===== src/rtl/cordic_pipe.sv =====
// cordic_pipe: pipelined fixed-point CORDIC in integer degrees, rotation or vectoring mode.
// Pre-rotation register, STAGES micro-rotation registers and a saturating output register share one stall signal.
module cordic_pipe #(
  parameter int W      = 8,
  parameter int STAGES = 3
) (
  input  logic              clk,
  input  logic              reset_n,
  input  logic              mode,
  input  logic signed [W:0] x_in,
  input  logic signed [W:0] y_in,
  input  logic signed [W:0] z_in,
  input  logic              in_valid,
  output logic              in_ready,
  output logic signed [W:0] x_out,
  output logic signed [W:0] y_out,
  output logic signed [W:0] eps,
  output logic              out_valid,
  input  logic              out_ready
);

  localparam int IW = W + 3;
  typedef logic signed [IW-1:0] iw_t;

  typedef enum logic {
    ROTATE = 1'b0,
    VECTOR = 1'b1
  } mode_e;

  localparam iw_t NINETY  = iw_t'(90);
  localparam iw_t SAT_MAX = iw_t'((1 << W) - 1);
  localparam iw_t SAT_MIN = ~SAT_MAX;

  function automatic iw_t angle(input int unsigned i);
    case (i)
      1:       angle = iw_t'(45);
      2:       angle = iw_t'(26);
      3:       angle = iw_t'(14);
      4:       angle = iw_t'(7);
      5:       angle = iw_t'(4);
      6:       angle = iw_t'(2);
      default: angle = iw_t'(1);
    endcase
  endfunction

  function automatic logic signed [W:0] sat(input iw_t v);
    if (v > SAT_MAX)      sat = SAT_MAX[W:0];
    else if (v < SAT_MIN) sat = SAT_MIN[W:0];
    else                  sat = v[W:0];
  endfunction

  logic  advance;
  iw_t   xe, ye, ze;
  iw_t   xp, yp, zp;
  mode_e mode_in;

  // Stage 0 is the pre-rotation register; stage i holds the result of micro-rotation i.
  iw_t   xs [STAGES+1];
  iw_t   ys [STAGES+1];
  iw_t   zs [STAGES+1];
  logic  vs [STAGES+1];
  mode_e ms [STAGES+1];

  iw_t          nx [1:STAGES];
  iw_t          ny [1:STAGES];
  iw_t          nz [1:STAGES];
  logic [STAGES:1] dpos;

  assign advance  = !out_valid || out_ready;
  assign in_ready = advance;
  assign mode_in  = mode_e'(mode);

  assign xe = {{2{x_in[W]}}, x_in};
  assign ye = {{2{y_in[W]}}, y_in};
  assign ze = {{2{z_in[W]}}, z_in};

  // Quadrant fold so the micro-rotations only need to cover +/-90 degrees.
  always_comb begin
    xp = xe;
    yp = ye;
    zp = ze;
    if (mode_in == ROTATE) begin
      if (ze > NINETY) begin
        xp = -ye;
        yp = xe;
        zp = ze - NINETY;
      end else if (ze < -NINETY) begin
        xp = ye;
        yp = -xe;
        zp = ze + NINETY;
      end
    end else if (xe[IW-1]) begin
      if (!ye[IW-1]) begin
        xp = ye;
        yp = -xe;
        zp = ze + NINETY;
      end else begin
        xp = -ye;
        yp = xe;
        zp = ze - NINETY;
      end
    end
  end

  always_comb begin
    for (int unsigned i = 1; i <= STAGES; i++) begin
      if (ms[i-1] == ROTATE) dpos[i] = !zs[i-1][IW-1];
      else                   dpos[i] = ys[i-1][IW-1];
      if (dpos[i]) begin
        nx[i] = xs[i-1] - (ys[i-1] >>> (i - 1));
        ny[i] = ys[i-1] + (xs[i-1] >>> (i - 1));
        nz[i] = zs[i-1] - angle(i);
      end else begin
        nx[i] = xs[i-1] + (ys[i-1] >>> (i - 1));
        ny[i] = ys[i-1] - (xs[i-1] >>> (i - 1));
        nz[i] = zs[i-1] + angle(i);
      end
    end
  end

  always_ff @(posedge clk or negedge reset_n) begin
    if (!reset_n) begin
      for (int unsigned i = 0; i <= STAGES; i++) begin
        xs[i] <= '0;
        ys[i] <= '0;
        zs[i] <= '0;
        vs[i] <= 1'b0;
        ms[i] <= ROTATE;
      end
      x_out     <= '0;
      y_out     <= '0;
      eps       <= '0;
      out_valid <= 1'b0;
    end else if (advance) begin
      xs[0] <= xp;
      ys[0] <= yp;
      zs[0] <= zp;
      vs[0] <= in_valid;
      ms[0] <= mode_in;
      for (int unsigned i = 1; i <= STAGES; i++) begin
        xs[i] <= nx[i];
        ys[i] <= ny[i];
        zs[i] <= nz[i];
        vs[i] <= vs[i-1];
        ms[i] <= ms[i-1];
      end
      x_out     <= sat(xs[STAGES]);
      y_out     <= sat(ys[STAGES]);
      eps       <= sat(zs[STAGES]);
      out_valid <= vs[STAGES];
    end
  end

endmodule


===== config.mk =====
export PLATFORM = sky130hd
export DESIGN_NAME = cordic_pipe
export DESIGN_NICKNAME = d
export VERILOG_FILES = /design/src/rtl/cordic_pipe.sv
export SDC_FILE = /design/constraint.sdc
export NUM_CORES = 1
export LEC_CHECK = 0
export ABC_CLOCK_PERIOD_IN_PS = 6850
export CORE_ASPECT_RATIO = 1.1
export CORE_MARGIN = 1.5
export CORE_UTILIZATION = 48
export CTS_BUF_LIST = sky130_fd_sc_hd__clkbuf_8
export DETAILED_ROUTE_END_ITERATION = 8
export HOLD_SLACK_MARGIN = 0.12
export PLACE_DENSITY = 0.62
export SYNTH_ARGS = -nofsm -noshare
export SYNTH_HDL_FRONTEND = slang
export SYNTH_SLANG_ARGS = --single-unit

===== constraint.sdc =====
create_clock -name clk -period 6.85 [get_ports clk]
set_clock_uncertainty 0.2 [all_clocks]
set_input_delay 0.685 -clock clk [delete_from_list [all_inputs] [get_ports clk]]
set_output_delay 0.685 -clock clk [all_outputs]
set_load 0.005 [all_outputs]

# Yosys cells after proc, flatten, opt, wreduce, memory -nomap -nowiden
# Index checks and enable logic that the tools add are counted.
[word_totals]
register_bits = 167
latch_bits = 0
ram_bits = 0
rom_bits = 0
input_bits = 32
out_inout_bits = 29
wordCells = 96
n_memories = 0
[classes]
addsub = 21
n_mul = 0
div_mod_pow = 0
order_cmp = 8
n_eq_ne = 0
shifts = 0
muxes = 39
bitwise = 0
reduce_logical = 5
[op_table]
columns = ["cell", "count"]
rows = [
  ["$mux W11", 30],
  ["$sub A11 B11 Y11", 5],
  ["$mux W9", 6],
  ["$add A11 B11 Y11", 4],
  ["$gt A11 B9 Y1 const B", 3],
  ["$lt A11 B9 Y1 const B", 3],
  ["$add A11 B10 Y11", 2],
  ["$add A11 B9 Y11", 2],
  ["$neg A9 Y11", 2],
  ["$sub A11 B10 Y11", 2],
  ["$sub A11 B9 Y11", 2],
  ["$add A9 B8 Y10 const B", 1],
  ["$sub A9 B8 Y10 const B", 1],
  ["$gt A9 B8 Y1 const B", 1],
  ["$lt A9 B8 Y1 const B", 1],
  ["$logic_not A1 Y1", 4],
  ["$mux W1", 3],
  ["$logic_or A1 B1 Y1", 1],
]

# Depth between registers and ports, before layout
# Gate-level depths: netlist (run 1).
[logic_depth]
word_depth = 5
ltp_mapped = 14

# Worst setup path before layout (run 1)
# Ideal clock, no wire load.
[synth_timing]
path_type = "reg-to-reg"
startpoint = "register ys[32] (netlist name)"
endpoint = "register xs[20] (netlist name)"
setup_time_ps = 128
t_arrival_ps = 3036
setup_slack_ps = 3486
stages_incl_launch_ff = 15
path_buffers = 2
period_less_slack_ps = 3364
cell_sequence = "dfrtp_1 clkbuf_1 and2_1 nor2_2 inv_2 clkbuf_1 nor2_1 xnor2_1 ha_1 o21a_1 o31a_1 o31a_1 o41ai_1 mux2i_1 nand3_1"
[synth_via]
elab_chain_cells = 2
word_cells_on_any_way = 4
cone_classes = "add/sub (2); mux (2)"
[synth_lines]
columns = ["item", "line_no", "rtl"]
rows = [
  ["start, declared", "59", "iw_t ys [STAGES+1];"],
  ["start signal, assigned by index", "142", "ys[i] <= ny[i];"],
  ["$add A11 B10 Y11, or another cell as far along", "114", "nx[i] = xs[i-1] + (ys[i-1] >>> (i - 1));"],
  ["$mux W11 (*)", "109", "if (dpos[i]) begin"],
  ["end signal, assigned by index", "141", "xs[i] <= nx[i];"],
  ["end, declared", "58", "iw_t xs [STAGES+1];"],
]
# Every way passes the cells marked *; elsewhere a longest branch is shown, timed or not.
# A chain may end at the register's enable or synchronous reset.

# Worst setup path in the final report (run 1)
[layout_timing]
startpoint = "input out_ready"
endpoint = "output in_ready"
[layout_via]
elab_chain_cells = 1
[layout_lines]
columns = ["item", "line_no", "rtl"]
rows = [
  ["start, declared", "19", "input logic out_ready"],
  ["$logic_or A1 B1 Y1", "69", "assign advance = !out_valid || out_ready;"],
  ["end, declared", "14", "output logic in_ready,"],
]
# Every way passes these cells.

==> results of run 1 <==
==> registers in the layout (all words and copies together), names as in the netlist <==
signal     cells
ms             3
eps            9
xs            44
y_out          9
ys            43
out_valid      1
vs             4
zs            43
x_out          9
==> worst max-delay path, stage by stage <==
cell	delay (ns)
clkdlybuf4s50_1	0.44
nor2b_4	0.65
inv_6	0.40
clkdlybuf4s50_1	0.58
==> cell type report <==
| class | count | area (um2) | share of cell area |
|---|---|---|---|
| Multi-Input combinational cell | 1353 | 8690 | 0.595 |
| Sequential cell | 165 | 4130 | 0.283 |
| Timing Repair Buffer | 71 | 687 | 0.0470 |
| Tap cell | 363 | 454 | 0.0311 |
| Inverter | 67 | 256 | 0.0176 |
| Clock buffer | 18 | 248 | 0.0170 |
| Clock inverter | 14 | 138 | 0.00942 |
==> through the flow <==
| step | cell area (um2) | instances | setup WS, ns |
|---|---|---|---|
| final | 14600 | 2051 | 3.09 |
| after global placement | 14200 | 2018 | 3.13 |
| after detailed placement | 14200 | 2018 | 3.09 |
| after CTS | 14600 | 2051 | 3.09 |
| after floorplan | 13500 | 1688 | 3.49 |
| after global routing | 14600 | 2051 | 2.88 |
==> logic make-up (layout without fill, tap and decap cells) <==
family	Yosys count	in the layout
compound gates	533	533
flops	165	165
xor+xnor	90	90
mux	12	12
simple gates	597	597
buf+inv	170	170
fa+ha+maj	121	121
==> metal layers <==
metal / up-vias / GRT usage / share of wire
li1: 6004 / - / -
met4: 0 / 0.0822 / 0.023
met5: - / 0 / 0
met1: 5520 / 0.285 / 0.44
met2: 230 / 0.430 / 0.51
met3: 49 / 0.0282 / 0.025
==> repair_timing <==
action	in CTS	in global routing
hold buffers	1	0
setup endpoints to repair	0	0
endpoints found under the hold margin	23	0
==> final timing paths <==
check	from	endpoint	slack, ns	depth (start not counted)
max	out_ready	in_ready	3.09	4
max reg2reg	ms[3]$_DFFE_PN0P_	zs[31]$_DFFE_PN0P_	3.11	11
max in group asynchronous	reset_n	xs[30]$_DFFE_PN0P_	4.31	3
min reg2reg	vs[1]$_DFFE_PN0P_	vs[1]$_DFFE_PN0P_	0.28	2
min in group asynchronous	reset_n	eps[8]$_DFFE_PN0P_	0.67	2
min	vs[1]$_DFFE_PN0P_	vs[1]$_DFFE_PN0P_	0.28	2
==> placed cells by master, fill, tap and decap left out, types with 7 or more instances in the layout <==
cell and count:
clkbuf_8 18, a21o_1 26, buf_4 10, a21oi_1 125, nor3b_1 9, o211ai_1 15, nand2b_1 20, nor2b_1 17
nand3_1 26, o21a_1 34, o21bai_1 8, a211oi_1 29, o21ai_1 27, o21ai_0 121, xor2_1 44, nor2_1 201
xnor2_1 45, o31a_1 12, or3_1 18, nand2_1 195, nor4b_1 7, dfrtp_1 165, o221ai_1 13, o31ai_1 23
inv_1 65, fa_1 10, a31oi_1 36, ha_1 111, mux2i_1 12, nor3_1 59, clkdlybuf4s50_1 59
==> impl_results.md, run 1 <==
- Vias: 11,803
- CP Data Arrival Time: 2.87 ns
- Cell Area, Synth: 13,500 um2
- GRT overflow: 0
- Most instantiated cells after synthesis: nor2_1, nand2_1, dfrtp_1
- Worst-path maximum fanout: 90
- Yosys reg bits: 165
- # resized after CTS: 0
- Status: finished clean
- Fin. max-slew vios: 0
- Gr usage total: 0.236
- Fin. Hold Viols: 0
- ANT nets after route: 0
- Top-count cell post-synth: nor2_1
- Largest family of logic cells by synthesized area: compound AO/OA/AOI/OAI gates
- Cts bufs inserted: 17
- Worst hold slack: 0.278 ns
- Adder-cell share of the synthesized area: 0.118
- Post-synth top area cell: dfrtp_1
- XOR/XNOR Fraction of Synth Area: 0.0594
- Max-cap violations: 0
- WL/cell: 16.2 um
- RePlAce Congestion: 0.929
- Setup repair bufs after CTS: 0
- Startpoint types: input port
- Initial DRC count: 744
- Relative slew slack: 0.370
- Syn_area_per_cell: 8.00 um2
- Fin crit share: 0.549
- Top FF cell, synth: dfrtp_1
- Area Overhead vs Synth: 8.17%
- Nets: 1,828
- Critical path class: input port to primary output
- Top cells by area, synth: dfrtp_1, ha_1, nor2_1, nand2_1, a21oi_1
- Total Wirelength: 33,200 um
- EDFF count, synth: 0
- Clk sinks: 165
- CTS tree: done
- Post-Syn Instances: 1,688
- Post-Syn Nets: 1,841
- CP Capture Type: primary output
- Tmin final: 3.76 ns
- Drc violations: 0
- Die area: 29,100 um2
- RSZ-0062 raised after global routing: false
- FMAX: 266 MHz
- Drt pass-1 iters: 5
- Post-synthesis mux area share: 0.00890
- Unique masters post-synth: 86
- WP data required: 5.96 ns
- Max H-tree Level: 4
- Worst slew pin tran: 0.939 ns
- DP HPWL: 24,400 um
- Fill cells: 2,770
- Post-synth ARST share: 1.00
- Pin count of the biggest net entering global routing: 93
- Antenna cells: 0
- Simple-Gate Fraction of Synth Area: 0.202
- Row count: 64
- Clock transition at path regs: 0.09 ns
- Share of layout cells above drive strength 1: 0.0403
- Initial Util: 0.487
- Input/output buffers: 60
- Chip width: 163 um
- Vias in the first global route: 11,270
- Worst Hold Class: flip-flop to flip-flop
- Sequential fraction of the synthesis area: 0.306
- Final Setup Violations: 0
- Setup tns final: 0 ns
- Vias per cell: 5.75
- Boundary Pins: 61
- Synth top area share: 0.306
- CTS root buf: clkbuf_8
- Clock Latency Late Sink: 0.47 ns
- Complex-gate fraction of the synthesized area: 0.255
- YS warnings: 0
- Die Height: 179 um
- Core area: 27,700 um2
- First-pass GRT wire length: 55,700 um
- Clock buffer depth: 2
- Antenna violations before repair: 0
- Post-layout util: 0.527
Power of run 1 is left out: the tool's default activity adds up to more than one toggle a clock period on the data nets, which glitch-free logic cannot reach.
==> inputs of run 2 (changes only) <==
--- a/config.mk
+++ b/config.mk
@@ -5,7 +5,7 @@
 export SDC_FILE = /design/constraint.sdc
 export NUM_CORES = 1
 export LEC_CHECK = 0
-export ABC_CLOCK_PERIOD_IN_PS = 6850
+export ABC_CLOCK_PERIOD_IN_PS = 3750
 export CORE_ASPECT_RATIO = 1.1
 export CORE_MARGIN = 1.5
 export CORE_UTILIZATION = 48
==> constraint.sdc (replaced) <==
create_clock -name clk -period 3.75 [get_ports clk]
set_clock_uncertainty 0.2 [all_clocks]
set_input_delay 0.375 -clock clk [delete_from_list [all_inputs] [get_ports clk]]
set_output_delay 0.375 -clock clk [all_outputs]
set_load 0.005 [all_outputs]
==> run 2 against run 1 <==
Net effect: worst hold slack got worse by 0.036 ns; final cell count rose by 0.63%; die area unchanged; setup slack got worse by 2.8 ns; design area rose by 0.98%; non-clock buffer count up 14; critical path type is now flip-flop to flip-flop.
==> impl_results.md, run 2 (synthesis gave the netlist of run 1 again) <==
- Status: finished clean (unchanged)
- Buf/Inv on CP: 0 (was 3)
- Vias in the first global route: 11,149 (was 11,270)
- R2r setup slk: 0.34 ns (was 3.11 ns)
- Tmin final: 3.41 ns
- Biggest registers after layout: xs: 44 flops, ys: 43 flops, zs: 43 flops (unchanged)
- WP data required: 3.95 ns (was 5.96 ns)
- Cell mode on critical path: o21ai_1 (was clkdlybuf4s50_1)
- CTS root buf: clkbuf_8 (unchanged)
- CP Data Arrival Time: 3.61 ns (was 2.87 ns)
- Antenna violations before repair: 0 (unchanged)
- Input/output buffers: 60 (unchanged)
- Max H-tree Level: 4 (unchanged)
- Chip width: 163 um (unchanged)
- FMAX: 293 MHz
- Final WS setup: 0.339 ns (was 3.09 ns)
- ANT nets after route: 0 (unchanged)
- Gr usage total: 0.237 (was 0.236)
- Fin crit share: 0.910
- Boundary Pins: 61 (unchanged)
- Critical path class: flip-flop to flip-flop (was input port to primary output)
- Drc violations: 0 (unchanged)
- Clock buffer depth: 2 (unchanged)
- # resized after CTS: 0 (unchanged)
- Total Wirelength: 33,300 um (was 33,200 um)
- Pin count of the biggest net entering global routing: 87 (was 93)
- Fin. max-slew vios: 0 (unchanged)
- Crit path max-delay cell type: fa_1 (was nor2b_4)
- Die area: 29,100 um2 (unchanged)
- Row count: 64 (unchanged)
- Worst slew pin tran: 0.724 ns (was 0.939 ns)
- Setup WS pre-CTS: 0.378 ns (was 3.09 ns)
- First-pass GRT wire length: 55,500 um (was 55,700 um)
- Startpoint types: flip-flop (was input port)
- Fill cells: 2,769 (was 2,770)
- Hold buffer count at cts: 1 (unchanged)
- Setup tns final: 0 ns (unchanged)
- Clock Latency Late Sink: 0.48 ns (was 0.47 ns)
- RePlAce Congestion: 0.880 (was 0.929)
- RSZ-0062 raised after global routing: false (unchanged)
- Critical Path Source: zs[21]$_DFFE_PN0P_ (was out_ready)
- CTS tree: done (unchanged)
- Nets: 1,842 (was 1,828)
- CP peak stage delay: 0.50 ns (was 0.65 ns)
- Die Height: 179 um (unchanged)
- Worst Reg-to-Reg Cells: 10 (was 11)
- Fin. Hold Viols: 0 (unchanged)
- Worst-path maximum fanout: 14 (was 90)
- R2R Path End: ys[10]$_DFFE_PN0P_ (was zs[31]$_DFFE_PN0P_)
- WL/cell: 16.2 um (about the same)
- GRT overflow: 0 (unchanged)
- Max-cap violations: 0 (unchanged)
- Critical Path Stages: 10 (was 4)
- Initial DRC count: 693 (was 744)
- Worst r2r src: zs[21]$_DFFE_PN0P_ (was ms[3]$_DFFE_PN0P_)
- Setup repair bufs after CTS: 0 (unchanged)
- Relative slew slack: 0.517 (was 0.370)
- Antenna cells: 0 (unchanged)
- Drt pass-1 iters: 5 (unchanged)
- Cells along the critical path: nor2b_1, a21o_1, o21ai_0, fa_1, a211o_1, a211oi_1, o21ai_1, a31oi_1, xnor3_1, o21ai_1 (was clkdlybuf4s50_1, nor2b_4, inv_6, clkdlybuf4s50_1)
- Max reg flops: 44 (unchanged)
- Core area: 27,700 um2 (unchanged)
- Final Setup Violations: 0 (unchanged)
- Worst setup path end: ys[10]$_DFFE_PN0P_ (was in_ready)
- DP HPWL: 25,000 um (was 24,400 um)
- Commonest cells after routing, fill and taps aside: nor2_1, nand2_1, dfrtp_1 (unchanged)
- Area Overhead vs Synth: 9.23% (was 8.17%)
- Cts bufs inserted: 17 (unchanged)
- Initial Util: 0.487 (unchanged)
- Vias: 11,793 (was 11,803)
- Hold wc startpoint: in_valid (was vs[1]$_DFFE_PN0P_)
- Reg with most FFs: xs (unchanged)
- Share of layout cells above drive strength 1: 0.0494 (was 0.0403)
- Commonest non-fill, non-tap cell in the layout: nor2_1 (unchanged)
- Worst Hold Class: input port to flip-flop (was flip-flop to flip-flop)
- CP Capture Type: flip-flop (was primary output)
- Clock transition at path regs: 0.09 ns (about the same)
- Top Family by Delay on Critical Path: compound AO/OA/AOI/OAI gates (was buffers and inverters)
- Vias per cell: 5.71 (was 5.75)
- Clk sinks: 165 (unchanged)
## run 2: layout make-up
type | instances | area [um2] | share of cell area
Clock inverter | 14 | 151 | 0.0103
Clock buffer | 17 | 234 | 0.0159
Multi-Input combinational cell | 1353 | 8690 | 0.589
Tap cell | 363 | 454 | 0.0308
Sequential cell | 165 | 4130 | 0.280
Inverter | 67 | 256 | 0.0174
Timing Repair Buffer | 85 | 830 | 0.0562
## run 2: how the worst min path moves through the flow
stage | endpoint | cells past startpoint
floorplan | eps[0]$_DFFE_PN0P_ | 0
CTS | vs[3]$_DFFE_PN0P_ | 3
global route | vs[3]$_DFFE_PN0P_ | 3
detailed placement | eps[6]$_DFFE_PN0P_ | 1
global placement | vs[0]$_DFFE_PN0P_ | 2
finish | vs[3]$_DFFE_PN0P_ | 3
## run 2: stage by stage
| stage | instance area, um2 | cells | hold WS (ns) | util |
|---|---|---|---|---|
| finish | 14700 | 2064 | 0.242 | 0.532 |
| global route | 14700 | 2064 | 0.256 | 0.532 |
| floorplan | 13500 | 1688 | -0.121 | - |
| global placement | 14400 | 2032 | 0.246 | 0.518 |
| detailed placement | 14400 | 2032 | 0.255 | 0.518 |
| CTS | 14700 | 2064 | 0.223 | 0.532 |
## run 2: worst min-delay path, stage by stage
cell and delay (ns):
clkdlybuf4s50_1 0.40, nand2_1 0.06, nand2_1 0.04
## run 2: layer usage
metal / wire length (um) / global-route usage
met5: 0 / 0
met4: 1070 / 0.0971
met3: 750 / 0.0278
met2: 17000 / 0.436
met1: 14500 / 0.279
Power of run 2 is left out for the same reason.
